File: config.mk
export PLATFORM = sky130hd
export DESIGN_NAME = program_loader
export DESIGN_NICKNAME = d
export VERILOG_FILES = /design/src/rtl/program_loader_pkg.sv /design/src/rtl/program_loader_instruction_encoder.sv /design/src/rtl/program_loader.sv
export SDC_FILE = /design/constraint.sdc
export NUM_CORES = 1
export LEC_CHECK = 0
export BUFFER_PORTS_ARGS = -buffer_cell sky130_fd_sc_hd__clkbuf_2
export CORE_MARGIN = 2
export CORE_UTILIZATION = 30
export DETAILED_ROUTE_END_ITERATION = 6
export PLACE_DENSITY_LB_ADDON = 0.05
export SLEW_MARGIN = 20
export SYNTH_ARGS = -nofsm -noshare
export SYNTH_HDL_FRONTEND = slang
export SYNTH_SLANG_ARGS = --single-unit
export TNS_END_PERCENT = 50
File: constraint.sdc
create_clock -name clock -period 4.6 [get_ports clock]
set_input_delay 0.69 -clock clock [delete_from_list [all_inputs] [get_ports clock]]
set_output_delay 0.69 -clock clock [all_outputs]
set_load 0.01 [all_outputs]
File: src/rtl/program_loader_pkg.sv
// Shared definitions for the instruction path: mnemonic indices, opcodes,
// IR field positions and the loader FSM state encoding.
package program_loader_pkg;

    localparam int IR_W    = 8;
    localparam int OPC_MSB = 7;
    localparam int OPC_LSB = 4;
    localparam int OPD_MSB = 3;
    localparam int OPD_LSB = 0;

    // Mnemonic indices as offered by the host on in_op
    localparam logic [3:0] MN_LOAD   = 4'd0;
    localparam logic [3:0] MN_ADD    = 4'd1;
    localparam logic [3:0] MN_SUB    = 4'd2;
    localparam logic [3:0] MN_AND    = 4'd3;
    localparam logic [3:0] MN_INPUT  = 4'd4;
    localparam logic [3:0] MN_OUTPUT = 4'd5;
    localparam logic [3:0] MN_JUMP   = 4'd6;
    localparam logic [3:0] MN_JUMPZ  = 4'd7;
    localparam logic [3:0] MN_JUMPNZ = 4'd8;
    localparam logic [3:0] MN_JUMPC  = 4'd9;
    localparam logic [3:0] MN_JUMPNC = 4'd10;

    // Opcodes as stored in IR[7:4]; the decode side uses these too
    localparam logic [3:0] OPC_LOAD   = 4'h0;
    localparam logic [3:0] OPC_ADD    = 4'h1;
    localparam logic [3:0] OPC_SUB    = 4'h2;
    localparam logic [3:0] OPC_AND    = 4'h3;
    localparam logic [3:0] OPC_INPUT  = 4'h4;
    localparam logic [3:0] OPC_OUTPUT = 4'h5;
    localparam logic [3:0] OPC_JUMP   = 4'h8;
    localparam logic [3:0] OPC_JUMPZ  = 4'h9;
    localparam logic [3:0] OPC_JUMPNZ = 4'hA;
    localparam logic [3:0] OPC_JUMPC  = 4'hB;
    localparam logic [3:0] OPC_JUMPNC = 4'hC;

    typedef enum logic [2:0] {
        ST_IDLE,
        ST_LOAD,
        ST_WRITE,
        ST_READ,
        ST_CHECK,
        ST_DONE
    } state_t;

endpackage

File: src/rtl/program_loader_instruction_encoder.sv
// Combinational mnemonic+operand to IR word encoder; flags unknown mnemonics.
module instruction_encoder
    import program_loader_pkg::*;
(
    input  logic [3:0]      op,
    input  logic [3:0]      operand,
    output logic [IR_W-1:0] ir,
    output logic            illegal
);

    logic [3:0] opcode;

    // NOTE: every output gets a default before the case so no latch is inferred.
    always_comb begin
        opcode  = OPC_LOAD;
        illegal = 1'b0;
        case (op)
            MN_LOAD:   opcode = OPC_LOAD;
            MN_ADD:    opcode = OPC_ADD;
            MN_SUB:    opcode = OPC_SUB;
            MN_AND:    opcode = OPC_AND;
            MN_INPUT:  opcode = OPC_INPUT;
            MN_OUTPUT: opcode = OPC_OUTPUT;
            MN_JUMP:   opcode = OPC_JUMP;
            MN_JUMPZ:  opcode = OPC_JUMPZ;
            MN_JUMPNZ: opcode = OPC_JUMPNZ;
            MN_JUMPC:  opcode = OPC_JUMPC;
            MN_JUMPNC: opcode = OPC_JUMPNC;
            default:   illegal = 1'b1;
        endcase
        ir                   = '0;
        ir[OPC_MSB:OPC_LSB]  = opcode;
        ir[OPD_MSB:OPD_LSB]  = operand;
    end

endmodule

File: src/rtl/program_loader.sv
// Program loader: encodes host words, writes them to program RAM, reads each
// back for verification, and holds the CPU in reset while loading.
module program_loader
    import program_loader_pkg::*;
#(
    parameter int ADDR_W = 8
) (
    input  logic              clock,
    input  logic              clear,
    input  logic              clock_enable,
    input  logic              start,
    input  logic              in_valid,
    output logic              in_ready,
    input  logic [3:0]        in_op,
    input  logic [3:0]        in_operand,
    input  logic              in_last,
    output logic [ADDR_W-1:0] ram_addr,
    output logic [IR_W-1:0]   ram_wdata,
    output logic              ram_we,
    input  logic [IR_W-1:0]   ram_rdata,
    output logic              cpu_hold,
    output logic              busy,
    output logic              done,
    output logic [ADDR_W:0]   words_written,
    output logic              err_illegal,
    output logic              err_verify,
    output logic              prog_full
);

    localparam logic [ADDR_W-1:0] ADDR_MAX = '1;
    localparam logic [ADDR_W-1:0] ADDR_ONE = ADDR_W'(1);
    localparam logic [ADDR_W:0]   CNT_ONE  = (ADDR_W + 1)'(1);

    state_t            state, state_n;
    logic [ADDR_W-1:0] addr;
    logic [IR_W-1:0]   enc_q;
    logic              last_q;
    logic [IR_W-1:0]   enc_ir;
    logic              enc_illegal;
    logic              accept;

    instruction_encoder u_encoder (
        .op      (in_op),
        .operand (in_operand),
        .ir      (enc_ir),
        .illegal (enc_illegal)
    );

    assign accept = in_valid && in_ready;

    // NOTE: sequential state uses non-blocking assignments; reset is synchronous to clock.
    always_ff @(posedge clock) begin
        if (clear)
            state <= ST_IDLE;
        else if (clock_enable)
            state <= state_n;
    end

    always_comb begin
        state_n = state;
        case (state)
            ST_IDLE:  if (start) state_n = ST_LOAD;
            ST_LOAD: begin
                if (accept) begin
                    if (!enc_illegal)
                        state_n = ST_WRITE;
                    else if (in_last)
                        state_n = ST_DONE;
                end
            end
            ST_WRITE: state_n = ST_READ;
            ST_READ:  state_n = ST_CHECK;
            ST_CHECK: state_n = (addr == ADDR_MAX || last_q) ? ST_DONE : ST_LOAD;
            ST_DONE:  state_n = ST_IDLE;
            default:  state_n = ST_IDLE;
        endcase
    end

    always_comb begin
        in_ready  = 1'b0;
        ram_we    = 1'b0;
        ram_addr  = '0;
        ram_wdata = '0;
        cpu_hold  = 1'b0;
        done      = 1'b0;
        busy      = (state != ST_IDLE);
        case (state)
            ST_LOAD: begin
                in_ready = 1'b1;
                cpu_hold = 1'b1;
            end
            ST_WRITE: begin
                ram_we    = 1'b1;
                ram_addr  = addr;
                ram_wdata = enc_q;
                cpu_hold  = 1'b1;
            end
            ST_READ: begin
                ram_addr = addr;
                cpu_hold = 1'b1;
            end
            ST_CHECK: cpu_hold = 1'b1;
            ST_DONE:  done     = 1'b1;
            default: ;
        endcase
    end

    // Address, latched word, counter and sticky flags
    always_ff @(posedge clock) begin
        if (clear) begin
            addr          <= '0;
            enc_q         <= '0;
            last_q        <= 1'b0;
            words_written <= '0;
            err_illegal   <= 1'b0;
            err_verify    <= 1'b0;
            prog_full     <= 1'b0;
        end else if (clock_enable) begin
            case (state)
                ST_IDLE: begin
                    if (start) begin
                        addr          <= '0;
                        words_written <= '0;
                        err_illegal   <= 1'b0;
                        err_verify    <= 1'b0;
                        prog_full     <= 1'b0;
                    end
                end
                ST_LOAD: begin
                    if (accept) begin
                        if (enc_illegal) begin
                            err_illegal <= 1'b1;
                        end else begin
                            enc_q  <= enc_ir;
                            last_q <= in_last;
                        end
                    end
                end
                ST_CHECK: begin
                    // Readback for the READ-cycle address arrives here
                    if (ram_rdata != enc_q)
                        err_verify <= 1'b1;
                    words_written <= words_written + CNT_ONE;
                    if (addr == ADDR_MAX)
                        prog_full <= 1'b1;
                    else
                        addr <= addr + ADDR_ONE;
                end
                default: ;
            endcase
        end
    end

endmodule
# Yosys cells after proc, flatten, opt, wreduce, memory -nomap -nowiden
# Cells that the tools add are included.
# op_classes
n_addsub	2
n_eq_ne	24
n_mux	26
n_reduce_logical	17
# op_table
cell	n
$pmux 4 s10	1
$mux 8	4
$reduce_and 4->1	5
$pmux 9 s2	1
$eq 4x3->1 const B	4
$pmux 8 s2	1
$mux 3	5
$pmux 3 s5	1
$eq 4x4->1 const B	3
$ne 2x2->1 const B	6
$reduce_or 11->1	1
$add 9x1->9 const B	1
$mux 1	9
$mux 9	1
$add 8x1->8 const B	1
$eq 4x2->1 const B	2
$eq 8x8->1 const B	1
$ne 8x8->1	1
$eq 3x2->1 const B	2
$eq 3x3->1 const B	2
$pmux 1 s2	3
$reduce_and 5->1	1
$eq 4x1->1 const B	1
$logic_not 4->1	1
10 further kinds	11
# totals
output_inout_bits	33
inputBits	22
register_bits	32
word_cells	77

# Logic depth before layout (Yosys ltp)
# logic_depth
depth_word	5
mapped_depth	6
mapped_depth_nobuf	5

# By module
# From an unflattened synthesis, not the netlist that was laid out.
# unflattened
hier_cells	226
area_unflattened_um2	1839.3
# modules_own_cells
module	cells_per_inst	n_inst	area_per_inst_um2	seq_area_each_um2
program_loader	211	1	1735.4	640.6
instruction_encoder	15	1	103.8	0.0

# Least setup slack after synthesis
# OpenSTA, ideal clock, no wires.
# synth_timing
kind	reg-to-output
start	register state[2]
end	output port ram_wdata[0]
required_ps	3910
arrival_ps	1401
n_path_buf	2
path_slack_ps	2509
path_stages_with_launch	6
cell_sequence	dfxtp_1 > clkbuf_1 > and2b_1 > nor2b_1 > clkbuf_1 > and2_1
# synth_between
elab_chain_len	2
# synth_lines
item	line_no	source
start, declared	program_loader.sv:34	state_t state, state_n;
start signal, assigned	program_loader.sv:56	state <= state_n;
$eq 3x2->1	program_loader.sv:87	case (state)
$mux 8	program_loader.sv:87	
end, declared	program_loader.sv:18	output logic [IR_W-1:0] ram_wdata,
# No other way between the ends.

# Worst setup path in the final report
# layout_timing
start	register state[1]
end	output port ram_wdata[1]
# The elaborated chain is that of the path after synthesis.

==> qor.csv <==
metric,value,unit
Synth async-reset ratio,0,%
clk buf depth,2,
Final min period,2.74,ns
crit path cell chain,and2b_1 > nor2b_1 > and2_1 > clkbuf_2,
proportion of layout cells with a drive suffix above 1,25.5,%
Clock Latency Late Sink,0.29,ns
yosys warns,0,
crit end category,output pin,
router iterations before antenna repair,4,
RePlAce Congestion,0.759,
wire per inst,14.1,um
Netlist Area Pre-Place,0.00182,sq mm
worst slew pin tran,0.739,ns
WS Path Type,reg2out,
first-pass GRT wire length,7940,um
max cap viols,0,
status,completed,
Area after DPL,0.00213,sq mm
setup TNS,0,ns
Peak VDD IR,94.4,uV
Multi-input gate area,0.00110,sq mm
Area Overhead vs Synth,23.0,%
Cell Pwr Density,291,mW/mm^2
Boundary Pins,55,
max incr delay on CP,0.59,ns
vias in the first global route,1659,
drt drc,0,
final core area utilization,38.0,%
startpoint types,register,
Layout fillers,663,
worst hold path class,reg2reg,
"Distinct cells, synth",51,
RSZ-0062 raised after global routing,no,
final hold viol count,0,
final wirelength,4880,um
Die H,81.9,um
Avg Vias per Cell,5.04,
clk slew on worst S/H paths,0.07,ns
most frequent cells in the layout,"54 x clkbuf_2, 32 x dfxtp_1, 19 x a21oi_1",
Initial Utilization,30.9,%
Die ar.,0.00671,sq mm
Worst Path Arrival,2.05,ns
# Post-CTS Setup Buffers,0,
Max Freq,0.365,GHz
Resized cells post-CTS,0,
final count of negative-setup-slack endpoints,0,
Die Width,81.9,um
Cells after Synth,220,
Mapped Nets,244,
slew margin rel.,50.7,%
skew final,0.00445,ns
DR vias,1743,
largest net degree at the start of global routing,19,
slowest stage cell on the critical path,dfxtp_1,
Synth Area per Inst,8.27,sq um
sequential area share after synthesis,35.2,%
Post-Layout Inst Area,0.00224,sq mm
cell row count,28,
number of routed nets with antenna violations,0,
CTS Hold Bufs,0,
Tot Pwr,0.000652,W
worst-path fanout max,12,
Synth Flop Type,dfxtp_1,
Core Footprint,0.00589,sq mm
clk sinks,32,
leakage,0.942,nW
total track usage,15.4,%
H-tree Lvls,2,
dpl hpwl,3590,um
clk root buf,clkbuf_8,
Iter 0 DRT Violations,84,
Port Buf Inserts,54,
synthesized flop and latch total,32,
nets@finish,294,
r2r setup slk,2.55,ns
"most common cell after layout, fill and taps aside",clkbuf_2,
initial antenna violation count,0,
CTS buffer count,5,
Seq. cell area,641,sq um
Final Cycle Share,59.6,%
max-slew violation count,0,
TritonCTS clock tree,yes,
Critical Path RT,3.91,ns
"EDFF count, synth",0,
total gr overflow,0,
Ant. Diodes,0,
## metal layers
metal  global-route usage (%)  wire length [um]  share of wire, %  up-vias
met5                        0                 0                 0        -
met3                     3.74               305               6.3        6
li1                         -                 -                 -      894
met1                     20.1              2280                47      789
met2                     24.6              2230                46       54
met4                     5.00                63               1.3        0
## metrics by stage
step	setup slack [ns]	hold WS, ns	cells
global placement	2.20	0.453	338
floorplan	2.51	0.452	220
finish	1.86	0.472	346
global route	1.62	0.498	346
CTS	1.82	0.474	346
detailed placement	2.14	0.457	338
## worst max-delay path: cells and delay by family, from the launching register on
kind | cells | cell delay [ns]
and+or+nand+nor | 3 | 1.05
DFF | 1 | 0.59
buffers and inverters | 1 | 0.13
## state kept, by name, indices dropped and copies added (netlist names)
| name | count |
|---|---|
| err_verify | 1 |
| last_q | 1 |
| words_written | 9 |
| addr | 8 |
| enc_q | 8 |
| err_illegal | 1 |
| state | 3 |
| prog_full | 1 |
## logic make-up (layout without fill, tap and decap cells)
family	after synthesis	count (layout)	share of synthesized area, %
buffers and inverters	17	68	4.67
multiplexers	6	6	3.37
AO/OA/AOI/OAI	48	48	16.5
adder cells (fa/ha/maj)	2	2	1.37
XOR/XNOR	15	15	7.22
flip-flops	32	32	35.2
AND/OR/NAND/NOR	100	100	31.7
## final cells by class
cell class | instances | share of cell area, %
well taps | 75 | 4.19
inverters | 5 | 0.838
clock inverters | 2 | 1.57
multi-input cells | 171 | 49.1
flip-flops and latches | 32 | 28.6
clock buffers | 6 | 3.24
repair buffers | 55 | 12.4
## power by group
group	internal [W]	total (W)	switching, W
clock	0.000161	0.000272	0.000111
combinational	0.0000347	0.0000851	0.0000504
sequential	0.000283	0.000294	0.0000113
## worst paths after layout
| path | cells after the start | startpoint | endpoint |
|---|---|---|---|
| setup / recovery | 4 | state[1] | ram_wdata[1] |
| hold / removal | 1 | err_verify | err_verify |
| hold reg to reg | 1 | err_verify | err_verify |
| setup reg to reg | 4 | state[0] | enc_q[5] |
## cell usage after synthesis, types with 4 or more instances
master,n,area [sq um]
dfxtp_1,32,641
a21oi_1,19,95.1
and2_1,18,113
nor2_1,17,63.8
nand2_1,12,45.0
xor2_1,10,87.6
nand3_1,9,45.0
o21ai_0,8,40.0
nand4_1,6,37.5
nor3_1,6,30.0
buf_2,5,25.0
inv_1,5,18.8
mux2i_1,5,50.1
o31ai_1,5,37.5
or4_1,5,37.5
xnor2_1,5,43.8
clkbuf_1,4,15.0
nor4_1,4,25.0
Note: power is estimated with default switching activity, not from simulation.
